--- src/rtl/arcade_input_cond.sv ---
// Input conditioning: PS/2 key flags merged with joysticks, cabinet merge, VBLK-framed coin pulses; SOCD_CLEAN_EN cleans opposing directions.
// Joystick to INPx 1 MCLK, key event 2 MCLK; no backpressure, inputs sampled every cycle.
module arcade_input_cond #(
  parameter int COIN_ON_FRAMES  = 3,
  parameter int COIN_OFF_FRAMES = 3,
  parameter int VBLK_SYNC       = 2
) (
  input  logic        MCLK,
  input  logic        RESET_N,
  input  logic [10:0] PS2_KEY,
  input  logic [15:0] JOY1,
  input  logic [15:0] JOY2,
  input  logic        VBLK,
  input  logic        CABINET,
  output logic [7:0]  INP0,
  output logic [7:0]  INP1,
  output logic [7:0]  INP2
);

  typedef struct packed {
    logic t1;
    logic t2;
    logic dn;
    logic up;
    logic lf;
    logic rt;
  } ctl_t;

  typedef enum logic [1:0] {C_IDLE, C_ACTIVE, C_GUARD} coin_st_t;

  function automatic ctl_t joy_ctl(input logic [15:0] j);
    ctl_t c;
    c.t1 = j[4];
    c.t2 = j[5];
    c.dn = j[2];
    c.up = j[3];
    c.lf = j[1];
    c.rt = j[0];
    return c;
  endfunction

  function automatic ctl_t socd(input ctl_t c);
    ctl_t r;
    r = c;
`ifdef SOCD_CLEAN_EN
    if (c.up && c.dn) begin
      r.up = 1'b0;
      r.dn = 1'b0;
    end
    if (c.lf && c.rt) begin
      r.lf = 1'b0;
      r.rt = 1'b0;
    end
`endif
    return r;
  endfunction

  // ---------------- key decode ----------------
  logic       tog_q;
  logic       key_evt;
  logic       key_pr;
  ctl_t       key_p1, key_p2;
  logic       k_f1, k_f2, k_s1, k_s2, k_c1, k_c2;

  assign key_evt = PS2_KEY[10] ^ tog_q;
  assign key_pr  = PS2_KEY[9];

  always_ff @(posedge MCLK or negedge RESET_N) begin
    if (!RESET_N) begin
      tog_q  <= 1'b0;
      key_p1 <= '0;
      key_p2 <= '0;
      k_f1   <= 1'b0;
      k_f2   <= 1'b0;
      k_s1   <= 1'b0;
      k_s2   <= 1'b0;
      k_c1   <= 1'b0;
      k_c2   <= 1'b0;
    end else begin
      tog_q <= PS2_KEY[10];
      if (key_evt) begin
        // P1 arrows match with or without the extended prefix
        case (PS2_KEY[8:0])
          9'h075, 9'h175: key_p1.up <= key_pr;
          9'h072, 9'h172: key_p1.dn <= key_pr;
          9'h06B, 9'h16B: key_p1.lf <= key_pr;
          9'h074, 9'h174: key_p1.rt <= key_pr;
          9'h029:         key_p1.t1 <= key_pr;
          9'h014:         key_p1.t2 <= key_pr;
          9'h005:         k_f1      <= key_pr;
          9'h006:         k_f2      <= key_pr;
          9'h016:         k_s1      <= key_pr;
          9'h01E:         k_s2      <= key_pr;
          9'h02E:         k_c1      <= key_pr;
          9'h036:         k_c2      <= key_pr;
          9'h02D:         key_p2.up <= key_pr;
          9'h02B:         key_p2.dn <= key_pr;
          9'h023:         key_p2.lf <= key_pr;
          9'h034:         key_p2.rt <= key_pr;
          9'h01C:         key_p2.t1 <= key_pr;
          9'h01B:         key_p2.t2 <= key_pr;
          default: ;
        endcase
      end
    end
  end

  // ---------------- merge ----------------
  ctl_t p1_m, p2_m, p1_c, p2_c;
  logic start1, start2, coin_req;

  assign p2_m     = key_p2 | joy_ctl(JOY2);
  assign p1_m     = key_p1 | joy_ctl(JOY1) | (p2_m & {6{~CABINET}});
  assign p1_c     = socd(p1_m);
  assign p2_c     = socd(p2_m);
  assign start1   = k_f1 | k_s1 | JOY1[6] | JOY2[6];
  assign start2   = k_f2 | k_s2 | JOY1[7] | JOY2[7];
  assign coin_req = k_f1 | k_f2 | k_c1 | k_c2 | JOY1[8] | JOY2[8];

  logic unused_joy;
  assign unused_joy = ^{JOY1[15:9], JOY2[15:9]};

  // ---------------- frame tick ----------------
  logic [VBLK_SYNC-1:0] vblk_sync;
  logic                 vblk_d;
  logic                 tick;

  always_ff @(posedge MCLK or negedge RESET_N) begin
    if (!RESET_N) begin
      vblk_sync <= '0;
      vblk_d    <= 1'b0;
    end else begin
      vblk_sync <= {vblk_sync[VBLK_SYNC-2:0], VBLK};
      vblk_d    <= vblk_sync[VBLK_SYNC-1];
    end
  end

  assign tick = vblk_sync[VBLK_SYNC-1] & ~vblk_d;

  // ---------------- coin FSM ----------------
  coin_st_t   state, state_n;
  logic [3:0] cnt, cnt_n, cnt_inc;
  logic       pend, pend_n;
  logic       coin_req_q;
  logic       coin_edge;
  logic       coin_bit;

  assign coin_edge = coin_req & ~coin_req_q;
  assign cnt_inc   = cnt + 4'd1;
  assign coin_bit  = (state == C_ACTIVE);

  always_ff @(posedge MCLK or negedge RESET_N) begin
    if (!RESET_N) begin
      state      <= C_IDLE;
      cnt        <= '0;
      pend       <= 1'b0;
      coin_req_q <= 1'b0;
    end else begin
      state      <= state_n;
      cnt        <= cnt_n;
      pend       <= pend_n;
      coin_req_q <= coin_req;
    end
  end

  always_comb begin
    state_n = state;
    cnt_n   = cnt;
    pend_n  = pend;
    case (state)
      C_IDLE: begin
        // ticks in IDLE are ignored, so an entry-edge tick never counts
        if (coin_edge || pend) begin
          state_n = C_ACTIVE;
          cnt_n   = '0;
          pend_n  = 1'b0;
        end
      end
      C_ACTIVE: begin
        if (coin_edge) pend_n = 1'b1;
        if (tick) begin
          if (cnt_inc == 4'(COIN_ON_FRAMES)) begin
            cnt_n   = '0;
            state_n = (COIN_OFF_FRAMES == 0) ? C_IDLE : C_GUARD;
          end else begin
            cnt_n = cnt_inc;
          end
        end
      end
      C_GUARD: begin
        if (coin_edge) pend_n = 1'b1;
        if (tick) begin
          if (cnt_inc == 4'(COIN_OFF_FRAMES)) begin
            cnt_n   = '0;
            state_n = C_IDLE;
          end else begin
            cnt_n = cnt_inc;
          end
        end
      end
      default: state_n = C_IDLE;
    endcase
  end

  // ---------------- output registers ----------------
  always_ff @(posedge MCLK or negedge RESET_N) begin
    if (!RESET_N) begin
      INP0 <= 8'h3F;
      INP1 <= 8'h3F;
      INP2 <= 8'h07;
    end else begin
      INP0 <= ~{2'b11, p1_c};
      INP1 <= ~{2'b11, p2_c};
      INP2 <= ~{5'b11111, coin_bit, start2, start1};
    end
  end

endmodule

--- config.mk ---
export PLATFORM = sky130hd
export DESIGN_NAME = arcade_input_cond
export DESIGN_NICKNAME = d
export VERILOG_FILES = /design/src/rtl/arcade_input_cond.sv
export SDC_FILE = /design/constraint.sdc
export NUM_CORES = 1
export LEC_CHECK = 0
export BUFFER_PORTS_ARGS = -buffer_cell sky130_fd_sc_hd__buf_4
export CORE_MARGIN = 2
export CORE_UTILIZATION = 54
export CTS_CLUSTER_DIAMETER = 150
export DETAILED_ROUTE_END_ITERATION = 6
export MAX_ROUTING_LAYER = met4
export PLACE_DENSITY = 0.87
export SLEW_MARGIN = 20
export SYNTH_ARGS = -nofsm -noshare
export SYNTH_HDL_FRONTEND = slang
export SYNTH_SLANG_ARGS = --single-unit
--- constraint.sdc ---
create_clock -name MCLK -period 2.6 [get_ports MCLK]
set_input_delay 0.13 -clock MCLK [delete_from_list [all_inputs] [get_ports MCLK]]
set_output_delay 0.13 -clock MCLK [all_outputs]
set_load 0.01 [all_outputs]
==> metrics, run 1 <==
top-area cell type share of the netlist area=34.19%; Core Box Area=0.003943 mm2; Slew Limit Fails=0; CP Max Fanout=7; Tcrit/Tclk final=72.87%; Rows=23; Slew @ Worst Pin=0.5767 ns; Leakage=0.001359 uW; final WL=4307 um; root buffer cell=clkbuf_8; Syn Area/Cell=11.50 um2; WL met3=183 um; GPL Wtd Cong=0.8898; hold_ws=0.04286 ns; post-synthesis sequential area ratio=52.14%; Remaining DRCs=0; Hold WC Path Type=input port to flip-flop; Worst Path Required=2.78 ns; maximum vdd drop=0.0003932 V; DRT antenna net count=0; CTS tree=built; Yosys warnings=0; gr ovfl total=0; Die Ht=67.77 um; via/cell ratio=5.357; H-tree Lvls=2; synthesized area=0.002196 mm2; drt initial violations=76; Critical Path End Type=flip-flop; Fillers=273; CTS Buffer Depth=2; Post-synth ARST share=100.0%; Synth top cells by count=dfrtp_1 (30), nor2_1 (19), mux2_1 (17); WP data arrival=2.08 ns; Tmin final=1.895 ns; die area=0.004593 mm2; CTS sink count=45; Place WS=0.7390 ns; WL/cell=13.85 um; Max Cap Viol=0; dominant cell type by area after synthesis=dfrtp_1; Worst Skew=0.003646 ns; fraction of layout cells with a size suffix above 1=30.65%; Fin. Hold Viols=0; most frequent cell after synthesis=dfrtp_1; initial antenna violation count=0; DP HPWL=2846 um; Top Layer Used=met3; via count=1,666; status=complete, no violations; startpoint class of the critical path=flip-flop; I/O pins=71; Synth area leaders=dfrtp_1 (34%), dfstp_2 (18%), mux2_1 (8.7%); met2 wire len=2152 um; Worst-path clk slew=0.08 ns; NumNets Final=313; P&R area growth vs syn=31.22%; ant diodes=0; post-synth cell types=43; Setup Buffers After CTS=0; power density over cell area=685.9 mW/mm2; overall routing resource usage=21.66%; Yosys reg bits=45; largest net degree at the start of global routing=46; PnR worst setup slack=0.7053 ns; max_slew headroom=61.28%; Skew-Pair Late Insertion Delay=0.29 ns; Max Fclk=527.8 MHz; drt pass-1 iters=4; predominant post-synthesis flop cell=dfrtp_1; Post-Route Utilization=73.09%; synthesized instance count=191; TNS Setup=0 ns; post-cts resize count=0; unrepaired setup endpoints after global routing=false; TritonCTS buffer count=5; Initial Util=55.70%; global-route wire length before repair=7127 um; Metal-1 WL=1970 um; port bufs=47; Tot Pwr=1977 uW; EDFF count, synth=0; Setup violations, final=0; kind of critical path=flip-flop to flip-flop; vias in the first global route=1,590; DIE WIDTH=67.77 um
-- cell usage in the layout (no fill, tap or decap), types with 2 or more instances in the layout --
cell | synthesis | final
buf_4 | 9 | 47
dfrtp_1 | 30 | 30
nor2_1 | 19 | 19
dlygate4sd3_1 | 0 | 19
mux2_1 | 17 | 17
dfstp_2 | 15 | 15
nand2_1 | 11 | 11
nor3_1 | 9 | 9
nand3_1 | 9 | 9
conb_1 | 1 | 9
inv_1 | 7 | 7
ha_1 | 6 | 6
nor4_1 | 5 | 5
clkbuf_8 | 0 | 5
nor4b_1 | 4 | 4
o21ai_0 | 4 | 4
nor4_2 | 3 | 3
nor2b_1 | 3 | 3
nand2b_1 | 3 | 3
nand3b_1 | 3 | 3
nor3_2 | 2 | 2
nand4_1 | 2 | 2
a21oi_1 | 2 | 2
mux2i_1 | 2 | 2
and3_1 | 2 | 2
a211o_1 | 2 | 2
mux2_4 | 2 | 2
bufinv_16 | 0 | 2
-- flip-flops by register name (all words and copies together) (netlist names) --
| register | cells |
|---|---|
| k_f1 | 1 |
| cnt | 4 |
| coin_req_q | 1 |
| INP0 | 6 |
| k_c2 | 1 |
| tog_q | 1 |
| key_p2 | 6 |
| vblk_sync | 2 |
| k_f2 | 1 |
| pend | 1 |
| key_p1 | 6 |
| k_c1 | 1 |
| INP2 | 3 |
| k_s2 | 1 |
| INP1 | 6 |
| k_s1 | 1 |
| state | 2 |
| vblk_d | 1 |
-- layout make-up --
cell class / count / area, um2 / share of cell area (%)
clock buffer: 5 / 68.82 / 2.388
multi-input combinational: 135 / 970.9 / 33.70
timing repair buffer: 66 / 543.0 / 18.85
tap: 50 / 62.56 / 2.171
sequential: 45 / 1145 / 39.73
inverter: 7 / 26.28 / 0.9119
clock inverter: 3 / 65.06 / 2.258
-- through the flow --
stage / instance area, um2 / instances
final: 2882 / 311
after global routing: 2882 / 311
after CTS: 2882 / 311
after detailed placement: 2557 / 284
after global placement: 2557 / 284
after floorplan: 2226 / 199
-- metal layers --
| metal | vias to the layer above | GRT usage (%) |
|---|---|---|
| li1 | 810 | - |
| met1 | 816 | 27.55 |
| met2 | 40 | 35.29 |
| met3 | 0 | 4.000 |
| met4 | 0 | 6.750 |
| met5 | - | - |
-- report_power, final --
part	internal [uW]	leakage (uW)	switching, uW
Sequential	789	0.000555	62.8
Clock	381	0.0000681	230
Combinational	244	0.000736	270
Total	1410	0.00136	562
-- logic make-up (layout without fill, tap and decap cells) --
| kind of cell | count (synthesis) | in the layout | synth area share [%] |
|---|---|---|---|
| adder cells (fa/ha/maj) | 6 | 6 | 3.419 |
| buffers and inverters | 19 | 81 | 5.014 |
| AND/OR/NAND/NOR | 82 | 82 | 22.51 |
| multiplexers | 21 | 21 | 11.00 |
| other | 1 | 9 | 0.1708 |
| flip-flops | 45 | 45 | 52.14 |
| XOR/XNOR | 2 | 2 | 0.7979 |
| AO/OA/AOI/OAI | 15 | 15 | 4.958 |
-- repair_timing --
| item | 4_1_cts | 5_1_grt |
|---|---|---|
| hold buffers | 19 | 0 |
| hold endpoints to repair | 46 | 0 |
| endpoints found under the setup margin | 0 | 0 |
-- final timing paths --
path | start | to | slack (ns) | depth (start not counted)
worst max-delay path | state[0] | state[0] | 0.71 | 6
worst min-delay path | JOY2[8] | coin_req_q | 0.04 | 3
worst max register to register | state[0] | state[0] | 0.71 | 6
worst min register to register | vblk_sync[0] | vblk_sync[1] | 0.36 | 0
max in group asynchronous | RESET_N | INP1[5] | 1.86 | 2
min in group asynchronous | RESET_N | key_p2[1] | 0.35 | 2
-- worst max-delay path, stage by stage, from the launching register on --
cell	delay [ns]
dfrtp_1	0.41
inv_1	0.11
ha_1	0.24
nor4b_1	0.27
a32o_1	0.32
a21oi_1	0.12
mux2_1	0.32
No activity file was read; power rests on OpenSTA's default activity.
==> run 2: changes to the inputs <==
--- a/config.mk
+++ b/config.mk
@@ -7,11 +7,11 @@
 export LEC_CHECK = 0
 export BUFFER_PORTS_ARGS = -buffer_cell sky130_fd_sc_hd__buf_4
 export CORE_MARGIN = 2
-export CORE_UTILIZATION = 54
+export CORE_UTILIZATION = 45
 export CTS_CLUSTER_DIAMETER = 150
 export DETAILED_ROUTE_END_ITERATION = 6
 export MAX_ROUTING_LAYER = met4
-export PLACE_DENSITY = 0.87
+export PLACE_DENSITY = 0.78
 export SLEW_MARGIN = 20
 export SYNTH_ARGS = -nofsm -noshare
 export SYNTH_HDL_FRONTEND = slang
==> constraint.sdc (replaced) <==
create_clock -name MCLK -period 1.55 [get_ports MCLK]
set_input_delay 0.0775 -clock MCLK [delete_from_list [all_inputs] [get_ports MCLK]]
set_output_delay 0.0775 -clock MCLK [all_outputs]
set_load 0.01 [all_outputs]
==> metrics, run 2 (synthesis gave the netlist of run 1 again) <==
Skew-Pair Late Insertion Delay=0.30 ns; fin area=0.003224 mm2; startpoint class of the critical path=flip-flop; multi-input logic area=0.001130 mm2; Max Cap Viol=0; Core Box Area=0.004723 mm2; drt initial violations=162; Tmin final=1.617 ns; Fillers=341; Initial Util=46.49%; Hold WC Path Type=input port to flip-flop; WL/cell=14.18 um; drt pass-1 iters=4; Max Fclk=618.4 MHz; Die Ht=73.86 um; unrepaired setup endpoints after global routing=true; M1 GR Usage=23.35%; violated checks=setup timing; Slew @ Worst Pin=0.5639 ns; PnR worst setup slack=-0.06706 ns; Leakage=0.001509 uW; CTS sink count=45; Worst Path Required=1.74 ns; NumNets Final=336; Top delay family on crit path=compound AO/OA/AOI/OAI gates; power density over cell area=1139 mW/mm2; share of total power in the clock network=24.6%; initial antenna violation count=0; global-route wire length before repair=7955 um; met3 Use GR=3.567%; Rows=25; largest net degree at the start of global routing=46; CTS tree=built; Tcrit/Tclk final=104.3%; kind of critical path=flip-flop to flip-flop; final WL=4977 um; DIE WIDTH=73.86 um; CTS Buffer Depth=2; via/cell ratio=5.060; status=finished with violations; vias in the first global route=1,795; Worst-path clk slew=0.09 ns; DRT antenna net count=0; ant diodes=0; max_slew headroom=62.40%; I/O pins=71; die area=0.005455 mm2; CP max-delay cell=dfrtp_1; global-route layer with the greatest usage=met2; overall routing resource usage=19.51%; gr ovfl total=0; P&R area growth vs syn=46.84%; Critical Path End Type=flip-flop; commonest cells after routing, fill and taps aside=buf_4 (68), dfrtp_1 (29), nor2_1 (19), dlygate4sd3_1 (19), dfstp_2 (15); Place WS=-0.08201 ns; share of power burned in registers=38.9%; DP HPWL=3184 um; CP Max Fanout=4; maximum vdd drop=0.0006018 V; Slew Limit Fails=0; Largest stage delay, worst path=0.38 ns; Placed Area=0.002746 mm2; port bufs=47; CP cell instances=inv_2 -> ha_4 -> buf_6 -> a32o_2 -> or2_1 -> a211o_1; Buf/Inv on CP=2; WP data arrival=1.81 ns; Fin. Hold Viols=0; met2 Track Usage GR=32.94%; Worst Skew=0.01072 ns; fraction of layout cells with a size suffix above 1=45.42%; root buffer cell=clkbuf_8; Net Sw Power=1118 uW; TritonCTS buffer count=5; Setup violations, final=5; Remaining DRCs=0; H-tree Lvls=2; GPL Wtd Cong=0.8052; Comb power frac=36.5%; FF/Latch Area=0.001146 mm2; Int Pwr=2554 uW; switching share of total power=30.45%; via count=1,776; most common cell after layout, fill and taps aside=buf_4
## run 2: changes by cell type in the layout (fill, tap and decap cells not counted), sizes merged
cell,before,now
buf,47,70
bufinv,2,1
clkinvlp,0,1
## run 2: worst paths after layout
path	start	to	slack (ns)	cells after the start
worst max-delay path	state[0]	cnt[2]	-0.07	6
worst min-delay path	JOY2[8]	coin_req_q	0.02	3
worst max register to register	state[0]	cnt[2]	-0.07	6
worst min register to register	vblk_sync[0]	vblk_sync[1]	0.36	0
max in group asynchronous	RESET_N	tog_q	0.84	2
min in group asynchronous	RESET_N	key_p2[1]	0.31	2
## run 2: tightest hold or removal path, delay by kind of cell
kind          cells  cell delay, ns
simple gates      2            0.10
buf+inv           1            0.10
## run 2: cell type report
type | count | share of cell area (%)
clock buffers | 5 | 2.134
clock inverters | 3 | 1.436
inverters | 7 | 0.8149
multi-input cells | 135 | 35.04
flip-flops and latches | 45 | 35.55
well taps | 67 | 2.600
repair buffers | 89 | 22.43
## run 2: per-layer routing
layer | routed length (um) | vias to the layer above
li1 | - | 850
met1 | 2176 | 861
met2 | 2510 | 54
met3 | 202 | 11
met4 | 87 | 0
met5 | 0 | -
## run 2: timing repair
item	CTS	global route
endpoints found under the hold margin	46	0
gates resized for setup	6	22
hold buffers	19	0
endpoints found under the setup margin	11	18
pin swaps	10	16
setup buffers	3	0
## run 2: stage by stage
| step | util (%) | TNS, ns | power [uW] | cells | hold WS (ns) |
|---|---|---|---|---|---|
| finish | 68.26 | -0.1529 | 3673 | 351 | 0.02172 |
| floorplan | - | -0.06081 | 2054 | 199 | -0.2181 |
| detailed placement | 58.15 | -0.3033 | 2564 | 321 | 0.1056 |
| CTS | 65.85 | -0.2491 | 3612 | 351 | 0.01872 |
| global placement | 58.15 | -0.1242 | 2519 | 321 | 0.09999 |
| global route | 68.26 | -1.012 | 3896 | 351 | 0.02072 |
## run 2: power groups by stage
stage,Sequential [uW],Combinational [uW],Clock [uW]
global route,1450,1470,973
finish,1430,1340,904
floorplan,1430,625,0
global placement,1430,1090,0
CTS,1420,1270,917
detailed placement,1440,1130,0
==> run 3: changes to the inputs <==
--- a/config.mk
+++ b/config.mk
@@ -5,13 +5,14 @@
 export SDC_FILE = /design/constraint.sdc
 export NUM_CORES = 1
 export LEC_CHECK = 0
-export BUFFER_PORTS_ARGS = -buffer_cell sky130_fd_sc_hd__buf_4
 export CORE_MARGIN = 2
-export CORE_UTILIZATION = 45
+export CORE_UTILIZATION = 55
 export CTS_CLUSTER_DIAMETER = 150
 export DETAILED_ROUTE_END_ITERATION = 6
+export DONT_BUFFER_PORTS = 1
 export MAX_ROUTING_LAYER = met4
-export PLACE_DENSITY = 0.78
+export PLACE_DENSITY = 0.76
+export SETUP_SLACK_MARGIN = 0.15
 export SLEW_MARGIN = 20
 export SYNTH_ARGS = -nofsm -noshare
 export SYNTH_HDL_FRONTEND = slang
==> metrics, run 3 (synthesis gave the netlist of run 1 again) <==
status=finished with violations; violated checks=setup timing; via/cell ratio=5.753; CTS tree=built; Slew Limit Fails=0; fraction of layout cells with a size suffix above 1=41.30%; gr ovfl total=0; CP Max Fanout=5; Critical R2R Launch=state[0]; Critical Path End Type=flip-flop; Rows=22; Fillers=202; Crit Reg-Reg Endpoint=cnt[3]; Largest stage delay, worst path=0.39 ns; drt pass-1 iters=4; Slew @ Worst Pin=0.7451 ns; overall routing resource usage=26.62%; Tmin final=1.628 ns; initial antenna violation count=0; DIE WIDTH=67.19 um; Worst-path clk slew=0.09 ns; Skew-Pair Late Insertion Delay=0.31 ns; die area=0.004514 mm2; Leakage=0.001380 uW; TritonCTS buffer count=5; final WL=5833 um; Setup violations, final=13; DRT antenna net count=0; commonest cells after routing, fill and taps aside=dfrtp_1 (28), dlygate4sd3_1 (28), buf_4 (18); Worst Path Required=1.75 ns; Core Box Area=0.003744 mm2; max_slew headroom=50.16%; CTS Buffer Depth=2; largest net degree at the start of global routing=46; share of power burned in registers=38.9%; Tcrit/Tclk final=105.0%; Max Fclk=614.2 MHz; Hold WC Path Type=input port to flip-flop; hold path endpoint=key_p2[4]; Hold Path Stages=2; share of total power in the clock network=28.0%; PnR worst setup slack=-0.07806 ns; startpoint class of the critical path=flip-flop; fin area=0.003085 mm2; Comb power frac=33.1%; Initial Util=58.66%; Int Pwr=2652 uW; WP data arrival=1.83 ns; kind of critical path=flip-flop to flip-flop; CP max-delay cell=dfrtp_1; vias in the first global route=1,801; multi-input logic area=0.001225 mm2; Worst Skew=0.008682 ns; Net Sw Power=1116 uW; WL/cell=19.77 um; Finished Layout Cells=295; ant diodes=0; Die Ht=67.19 um; via count=1,697; I/O pins=71; CTS sink count=45; Worst R2R Path Depth=6; P&R area growth vs syn=40.51%; FF/Latch Area=0.001147 mm2; root buffer cell=clkbuf_8; NumNets Final=299; power density over cell area=1221 mW/mm2; Remaining DRCs=0; CP cell instances=inv_2 -> ha_4 -> buf_4 -> a32o_2 -> or2_1 -> a211o_1; Top delay family on crit path=compound AO/OA/AOI/OAI gates; maximum vdd drop=0.0009433 V; GPL Wtd Cong=0.8580; switching share of total power=29.61%; TNS Setup=-0.5786 ns; port bufs=0; DP Cell Count=246; global-route wire length before repair=8314 um; Max Cap Viol=0; hold wc startpoint=PS2_KEY[8]; Buf/Inv on CP=2; drt initial violations=90; Placed Area=0.002310 mm2; DP HPWL=3254 um; Fin. Hold Viols=0; R2R setup slack=-0.08 ns; unrepaired setup endpoints after global routing=true; H-tree Lvls=2
run 3: cell type report:
| class | instances | area share [%] |
|---|---|---|
| clock inverter | 3 | 2.109 |
| sequential | 45 | 37.19 |
| tap | 48 | 1.946 |
| inverter | 7 | 0.8516 |
| clock buffer | 5 | 2.230 |
| timing repair buffer | 52 | 15.98 |
| multi-input combinational | 135 | 39.70 |
run 3: metrics by stage:
step	setup WS, ns	total power (uW)	util (%)	hold slack (ns)
final	-0.07806	3768	82.42	0.01147
after global routing	-0.1403	3934	82.42	0.006063
after detailed placement	-0.09951	2355	61.70	-0.2169
after floorplan	-0.01586	2058	-	-0.2181
after global placement	-0.02285	2279	61.70	-0.2170
after CTS	-0.03723	3659	76.44	0.01203
run 3: how the worst max path moves through the flow:
stage / startpoint / end / slack (ns) / cells past startpoint
after CTS: state[0] / cnt[3] / -0.04 / 6
after global routing: state[0] / cnt[1] / -0.14 / 7
after global placement: cnt[0] / state[0] / -0.02 / 6
after detailed placement: state[1] / state[0] / -0.1 / 6
final: state[0] / cnt[3] / -0.08 / 6
after floorplan: cnt[0] / state[0] / -0.02 / 6
run 3: timing repair:
item,4_1_cts,5_1_grt
gates resized for setup,12,41
hold buffers,30,2
setup buffers,6,5
endpoints found under the setup margin,23,31
hold endpoints to repair,80,2
pin swaps,5,11
run 3: worst reg2reg max path: cells and delay by family (launching register included):
family	cells	cell delay [ns]
AOI/OAI and AO/OA	2	0.53
DFF	1	0.39
and+or+nand+nor	1	0.23
buffers and inverters	2	0.20
adders and majority gates	1	0.16
run 3: per-layer routing:
layer / up-vias / routed length [um] / global-route usage, %
met3: 11 / 327 / 8.333
met4: 0 / 91 / 6.378
met2: 70 / 3202 / 47.90
li1: 772 / - / -
met1: 844 / 2211 / 28.51
met5: - / 0 / -
run 3: power groups by stage:
stage          Clock [uW]  Combinational [uW]  Sequential (uW)
6_report             1050                1250             1470
5_1_grt              1110                1340             1480
4_1_cts              1050                1160             1450
3_5_place_dp            0                 889             1470
3_3_place_gp            0                 827             1450
2_1_floorplan           0                 628             1430
